### src/rtl/common_pkg.sv
// common: shared turbo speed and CPU bus types
package common;
  typedef enum logic [1:0] {
    TURBO_NONE = 2'd0,
    TURBO_7    = 2'd1,
    TURBO_14   = 2'd2,
    TURBO_28   = 2'd3
  } turbo_t;
  typedef struct packed {
    logic [15:0] a;
    logic        mreq;
    logic        ioreq;
    logic        m1;
    logic        rd;
    logic        wr;
  } cpu_bus;
endpackage

### src/rtl/turbo_sched_hold_timer.sv
// hold_timer: counter loaded to 1, advancing on tick while non-zero, wrapping TERM->0
module hold_timer #(
  parameter int W = 12,
  parameter logic [W-1:0] TERM = '1
) (
  input  logic clk,
  input  logic rst,
  input  logic load_i,
  input  logic tick_i,
  output logic run_o
);
  logic [W-1:0] cnt_q, cnt_d;
  assign run_o = cnt_q != '0;
  always_comb cnt_d = load_i ? W'(1) : (tick_i && run_o) ? (cnt_q == TERM ? '0 : cnt_q + 1'b1) : cnt_q;
  always_ff @(posedge clk or posedge rst)
    if (rst) cnt_q <= '0;
    else cnt_q <= cnt_d;
endmodule

### src/rtl/turbo_sched.sv
// turbo_sched: picks the CPU speed from config and auto sources, applies it at a bus-safe ck35 point
module turbo_sched
  import common::*;
#(
  parameter logic [11:0] PORTFE_HOLD   = 12'd4095,
  parameter logic [3:0]  SETTLE_CYCLES = 4'd8
) (
  input  logic       clk28,
  input  logic       rst,
  input  logic       ck35,
  input  cpu_bus     bus,
  input  turbo_t     cfg_turbo,
  input  logic       autoturbo_en,
  input  logic       div_paged,
  input  logic       magic_map,
  input  logic       basic48_paged,
  output turbo_t     turbo,
  output logic       clk_freeze,
  output logic       busy,
  output logic [1:0] src
);
  typedef enum logic [1:0] {S_IDLE, S_WAIT, S_SETTLE} state_t;
  localparam logic [1:0] SRC_CFG = 2'd0, SRC_B48 = 2'd1, SRC_FE = 2'd2, SRC_DIV = 2'd3;
  state_t     state_q, state_d;
  turbo_t     turbo_q, turbo_d, req_turbo;
  logic [1:0] src_q, src_d, req_src;
  logic [3:0] cnt_q, cnt_d;
  logic       freeze_q, freeze_d, busy_q, b48_q, b48_d, b48_hit, fe_run, div_win, safe;
  logic       unused;
  assign unused = ^{bus.rd, bus.wr, bus.a[5:1]};
  hold_timer #(.W(12), .TERM(PORTFE_HOLD)) u_fe (
    .clk(clk28),
    .rst(rst),
    .load_i(bus.ioreq && !bus.a[0]),
    .tick_i(ck35),
    .run_o(fe_run)
  );
  always_comb begin
    b48_hit   = basic48_paged && bus.m1 && bus.a[15:6] == 10'b0001000111;
    b48_d     = b48_hit ? 1'b1 : (!basic48_paged || bus.m1) ? 1'b0 : b48_q;
    div_win   = autoturbo_en && div_paged && !magic_map;
    req_turbo = div_win ? TURBO_14 : (autoturbo_en && fe_run) ? TURBO_NONE :
                (autoturbo_en && b48_q) ? TURBO_14 : cfg_turbo;
    req_src   = div_win ? SRC_DIV : (autoturbo_en && fe_run) ? SRC_FE :
                (autoturbo_en && b48_q) ? SRC_B48 : SRC_CFG;
    safe      = ck35 && !bus.mreq && !bus.ioreq;
    state_d   = state_q;
    turbo_d   = turbo_q;
    src_d     = src_q;
    freeze_d  = freeze_q;
    cnt_d     = cnt_q;
    unique case (state_q)
      S_IDLE: if (req_turbo != turbo_q) state_d = S_WAIT;
      S_WAIT:
        if (req_turbo == turbo_q) state_d = S_IDLE;
        else if (safe) begin
          state_d  = S_SETTLE;
          turbo_d  = req_turbo;
          src_d    = req_src;
          freeze_d = 1'b1;
          cnt_d    = SETTLE_CYCLES;
        end
      S_SETTLE: begin
        cnt_d = cnt_q - 4'd1;
        if (cnt_q <= 4'd1) begin
          freeze_d = 1'b0;
          state_d  = S_IDLE;
        end
      end
      default: state_d = S_IDLE;
    endcase
  end
  always_ff @(posedge clk28 or posedge rst)
    if (rst) begin
      state_q  <= S_IDLE;
      turbo_q  <= TURBO_NONE;
      src_q    <= SRC_CFG;
      freeze_q <= 1'b0;
      busy_q   <= 1'b0;
      cnt_q    <= 4'd0;
      b48_q    <= 1'b0;
    end else begin
      state_q  <= state_d;
      turbo_q  <= turbo_d;
      src_q    <= src_d;
      freeze_q <= freeze_d;
      busy_q   <= state_d != S_IDLE;
      cnt_q    <= cnt_d;
      b48_q    <= b48_d;
    end
  assign turbo      = turbo_q;
  assign src        = src_q;
  assign clk_freeze = freeze_q;
  assign busy       = busy_q;
endmodule

### config.mk
export PLATFORM = sky130hd
export DESIGN_NAME = turbo_sched
export DESIGN_NICKNAME = d
export VERILOG_FILES = /design/src/rtl/common_pkg.sv /design/src/rtl/turbo_sched_hold_timer.sv /design/src/rtl/turbo_sched.sv
export SDC_FILE = /design/constraint.sdc
export NUM_CORES = 1
export LEC_CHECK = 0
export CORE_MARGIN = 5
export CORE_UTILIZATION = 45
export DETAILED_ROUTE_END_ITERATION = 10
export MAX_ROUTING_LAYER = met4
export PLACE_DENSITY = 0.76
export SYNTH_ARGS = -nofsm -noshare
export SYNTH_HDL_FRONTEND = slang
export SYNTH_HIERARCHICAL = 1
export SYNTH_SLANG_ARGS = --single-unit
### constraint.sdc
create_clock -name clk28 -period 2.8 [get_ports clk28]
set_input_delay 0.28 -clock clk28 [delete_from_list [all_inputs] [get_ports clk28]]
set_output_delay 0.28 -clock clk28 [all_outputs]
set_load 0.005 [all_outputs]
== Yosys cells after proc, flatten, opt, wreduce, memory -nomap -nowiden ==
Index checks and enable logic that the tools add are counted.
Cells by class
  add/sub/neg operators: 2
  $lt $le $gt $ge: 1
  equal/unequal tests: 9
  multiplexer cells: 23
  bitwise operators: 1
  reductions and logical operators: 25
Operator list (number)
  $mux W12: 3
  $mux W2: 9
  $add A12 B1 Y12 const B: 1
  $eq A12 B12 Y1 const B: 1
  $reduce_bool A12 Y1: 1
  $eq A10 B7 Y1 const B: 1
  $logic_and A1 B1 Y1: 10
  $mux W4: 2
  $pmux W4 S2: 1
  $reduce_bool A2 Y1: 4
  $mux W1: 6
  $ne A2 B2 Y1 const B: 3
  $pmux W2 S3: 1
  $reduce_and A3 Y1: 2
  $logic_not A1 Y1: 5
  $le A4 B1 Y1 const B: 1
  $reduce_and A4 Y1: 1
  $sub A4 B1 Y4 const B: 1
  $eq A2 B1 Y1 const B: 1
  $eq A2 B2 Y1: 1
  $eq A2 B2 Y1 const B: 1
  $logic_not A2 Y1: 1
  $ne A2 B2 Y1: 1
  $pmux W1 S2: 1
  other kinds (2): 2
Word-level totals
  register bits: 25
  bits of input ports: 30
  output and inout port bits: 6

== Depth between registers and ports, before layout ==
  depth in word-level cells: 8
  gate-level depth with buffers: 9
  depth with buffers taken out: 9

== Cells and area by module ==
Netlist, hierarchy kept.
By module, submodules not included
  hold_timer: times used 1, cells an instance 82, area an instance 738.2 um2, sequential area each 300.3 um2
  turbo_sched: times used 1, cells an instance 69, area an instance 703.2 um2, sequential area each 325.3 um2

== Worst setup path after synthesis ==
OpenSTA, ideal clock, no wires.
  path kind: register to register
  from: register u_fe.cnt_q[0]
  to: register src_q[1] (netlist: src[1])
  arrival time: 2011 ps
  required time: 2673 ps
  setup slack: 662 ps
  cell stages (with the launch flop): 9
  path buffers: 0
  clock period less this slack: 2138 ps
  cell sequence: dfrtp_1 -> inv_1 -> ha_1 -> nor4b_2 -> nand3_1 -> o31a_1 -> o21a_1 -> o31a_4 -> mux2i_1
Between the ends
  cells in the longest elaborated chain, start to end: 7
RTL lines
  start, declared: line turbo_sched_hold_timer.sv:12  | logic [W-1:0] cnt_q, cnt_d;
  start signal, assigned: line turbo_sched_hold_timer.sv:17  | else cnt_q <= cnt_d;
  $reduce_bool A12 Y1 *: line turbo_sched_hold_timer.sv:13  | assign run_o = cnt_q != '0;
  named net fe_run: line turbo_sched.sv:28  | logic freeze_q, freeze_d, busy_q, b48_q, b48_d, b48_hit, fe_run, div_win, safe;
  $logic_and A1 B1 Y1 *: line turbo_sched.sv:42, turbo_sched.sv:44
  $mux W2 (2 in a row): line turbo_sched.sv:42  | req_turbo = div_win ? TURBO_14 : (autoturbo_en && fe_run) ? TURBO_NONE :
  $eq A2 B2 Y1: line turbo_sched.sv:55  | if (req_turbo == turbo_q) state_d = S_IDLE;
  $not A1 Y1 (no line)
  $reduce_and A3 Y1 (no line)
  end signal, assigned: line turbo_sched.sv:85  | src_q <= src_d;
  end, declared: line turbo_sched.sv:26  | logic [1:0] src_q, src_d, req_src;
The timed path passes the listed nets; every way through them passes the cells marked *.
A chain may end at the register's enable or synchronous reset.

== Worst setup path in the final report ==
  from: register u_fe.cnt_q[0]
  to: register state_q[1]
Between the ends
  cells in the longest elaborated chain, start to end: 7
RTL lines
  $reduce_bool A12 Y1 *: line turbo_sched_hold_timer.sv:13
  named net fe_run: line turbo_sched.sv:28
  $logic_and A1 B1 Y1 *: line turbo_sched.sv:42
  $mux W2 * (2 in a row): line turbo_sched.sv:42
  $eq A2 B2 Y1 or $ne A2 B2 Y1 (tied branches): line turbo_sched.sv:55, turbo_sched.sv:53
  $mux W2, on equally long branches: line turbo_sched.sv:55, turbo_sched.sv:53
  $pmux W2 S3 *: line turbo_sched.sv:52  | unique case (state_q)
  named net state_d[1]: line turbo_sched.sv:24  | state_t state_q, state_d;
  end signal, assigned: line turbo_sched.sv:83  | state_q <= state_d;
  end, declared: line turbo_sched.sv:24
Marks and branches as above.

==> run_results.csv <==
group,metric,value,unit
run_status,status,"complete, no violations",
job,cap_violations,0,
sta,fmax,411.3,MHz
worst_setup_path,end_kind,"register",
sta,hold_slack,280.0,ps
routing,route.vias.total,1223,
sta,post-route-min-period,2431,ps
logic_synthesis,syn_area_per_cell,9.546,sq um
routing,drc_errors,0,
grt,antenna_found_initial,0,
worst_setup_path,r2r_slack,370,ps
worst_setup_path,path_cells,"inv_1, ha_1, nor4b_2, nand3_1, o31a_1, o21a_1, o31ai_1, o21ai_0",
grt,gr-usage-met3,4.890,%
clocking,cts_sinks,25,
power,switching_share,36.45,%
die,die_x,66.60,um
grt,met1_usage,18.80,%
grt,grt_pass1_wl,5727,um
logic_synthesis,synth-edff-count,0,
sta,drv_slew,0,
place,dpl_worst_slack,422.8,ps
place,portBuffers,28,
layout,seq_area,625.6,sq um
sta,finalCritPeriodShare,86.83,%
grt,overflow,0,
die,die-area,4435,sq um
clocking,cts_setup_buffers,0,
sta,relSlewSlack,67.29,%
sta,setup_viol,0,
routing,via_per_inst,5.412,
routing,drtIter0Drc,86,
routing,wl,3137,um
worst_setup_path,crit_required,3000,ps
logic_synthesis,ys_async_sr_fraction,100.0,%
logic_synthesis,synthCells,151,
worst_setup_path,crit_end,"state_q[1]",
power,power_frac_seq,47.2,%
logic_synthesis,synthFlopType,"dfrtp_1",
layout,area_delta_synth_final,25.09,%
logic_synthesis,ys_ff_latch,25,
clocking,clock_latency,330,ps
logic_synthesis,synthesis.area,1441,sq um
power,powerDensity,669.6,nW/um^2
clocking,cts_tree,"done",
grt,grt-busiest-layer,"met2",
worst_setup_path,start_kind,"register",
clocking,cts_hold_buf,0,
grt,grt_max_degree,16,
clocking,ctsLongestPathBuffers,2,
sta,clock_skew,3.464,ps
grt,grt_usage,16.67,%
place,place_inst,222,
power,pwr-share-comb,38.6,%
sta,fin_tns_setup,0,ps
clocking,cts_max_level,1,
place,routabilityCongestion,0.8530,
die,coreArea,3053,sq um
layout,fill_cells,294,
power,clkPwrFrac,14.2,%
clocking,cts_resized,0,
logic_synthesis,synth_cell_types,45,
power,p_total,1207,uW
logic_synthesis,yosysSeqAreaShare,43.40,%
power,irDropWorstVdd,0.0005130,V
sta,rsz0062_at_grt,"no",
die,rows,20,
sta,worst_pin_slew,490.1,ps
clocking,root_buffer,"clkbuf_4",
worst_setup_path,worstReg2RegStart,"u_fe/cnt_q[0]",
die,boundaryPins,36,
routing,first_pass_iters,4,
grt,grt_pass1_vias,1355,
worst_setup_path,path_max_fanout,5,
worst_setup_path,cp.arrival,2640,ps
worst_setup_path,r2r-end,"state_q[1]",
logic_synthesis,synth_warnings,6,
die,die_h,66.60,um
layout,final_nets,217,
sta,hold_viol,0,
clocking,numCtsBuffers,3,
layout,antenna_cells,0,
clocking,path_clk_slew,140,ps
place,dp_hpwl,2430,um
power,power_switching,440.1,uW
die,start_util,47.21,%
logic_synthesis,synth_fp_nets,185,
power,p_leak,0.0007706,uW
layout,multi_input_area,755.7,sq um
grt,met2_usage,29.08,%
layout,drive_above_1_share,9.341,%
routing,wl_per_cell,13.88,um
worst_setup_path,crit_start,"u_fe/cnt_q[0]",
sta,fin_ws,368.8,ps
worst_setup_path,ff2ff_path_depth,8,
routing,final_antenna_net_count,0,
power,p_int,767.1,uW
min_path,hold_class,"in -> async",
worst_setup_path,critical_path_class,"reg -> reg",
worst_setup_path,cpPeakStageDelay,450,ps
worst_setup_path,critPathSlowestCell,"dfrtp_1",
layout,final_cells,226,
power groups by stage:
stage                     clock, uW  sequential (uW)  combinational, uW
after global placement            0              563                448
final                           171              570                466
after floorplan                   0              555                292
after global routing            192              588                535
after CTS                       176              568                471
after detailed placement          0              575                467
layer usage:
layer  vias to the layer above  part of all wire, %
met2                        34                   50
li1                        606                    -
met1                       579                   43
met4                         0                  1.1
met3                         4                  5.5
met5                         -                    0
metrics by stage:
stage          area, sq um  utilization [%]
6_report              1803            59.06
5_1_grt               1803            59.06
4_1_cts               1803            59.06
3_5_place_dp          1777            58.20
3_3_place_gp          1777            58.20
2_1_floorplan         1441                -
cells in the final DEF (no fill, tap or decap), drive strengths merged, types with 2 or more instances in the layout:
cell,instances
nand2,11
a31oi,2
clkbuf,4
dfrtp,25
o31a,2
inv,14
o31ai,2
mux2i,3
nor4,3
o22ai,3
clkdlybuf4s50,28
nand4,5
nor2b,4
nand3,9
o32ai,2
ha,4
and3,3
nor3,6
a21oi,7
o21ai,6
nand2b,3
xor2,5
nor2,10
and2,2
and4,2
xnor2,2
registers in the layout, indices dropped and copies added, names as in the netlist:
signal,count
cnt_q,4
turbo,2
clk_freeze,1
busy,1
b48_q,1
state_q,2
u_fe/cnt_q,12
src,2
kinds of logic after synthesis:
logic type | share of synthesized area, %
compound gates | 14.41
fa+ha+maj | 3.472
flops | 43.40
mux | 2.865
xor+xnor | 4.254
buf+inv | 4.167
simple gates | 27.43
critical path: cells and delay by family, from the launching register on:
kind,cells,cell delay [ps]
and+or+nand+nor,2,540
AOI/OAI and AO/OA,4,1100
buffers and inverters,1,90
adders and majority gates,1,140
DFF,1,450
cell usage after synthesis, types with 3 or more instances:
cell	count	area share [%]
a21oi_1	7	2.4
dfrtp_1	25	43
ha_1	4	3.5
inv_1	14	3.6
mux2i_1	3	2.1
nand2_1	11	2.9
nand2b_1	3	1.3
nand3_1	9	3.1
nand4_1	4	1.7
nor2_1	10	2.6
nor2b_1	3	1.3
nor3_1	6	2.1
o21ai_0	5	1.7
o22ai_1	3	1.3
xor2_1	5	3.0
area by class of cell:
cell class	instances	area share, %
clock buffer	4	1.457
inverter	14	2.915
multi-input combinational	110	41.92
sequential	25	34.70
tap	44	3.053
timing repair buffer	29	15.96
how the worst min path moves through the flow:
stage,startpoint,endpoint,slack [ps],depth (start not counted)
floorplan,rst,u_fe/cnt_q[0],140,1
global placement,state_q[1],state_q[0],470,1
detailed placement,state_q[1],state_q[0],480,1
CTS,rst,u_fe/cnt_q[6],300,2
global route,rst,u_fe/cnt_q[6],340,2
finish,rst,u_fe/cnt_q[6],280,2
Note: power is estimated with default switching activity, not from simulation.
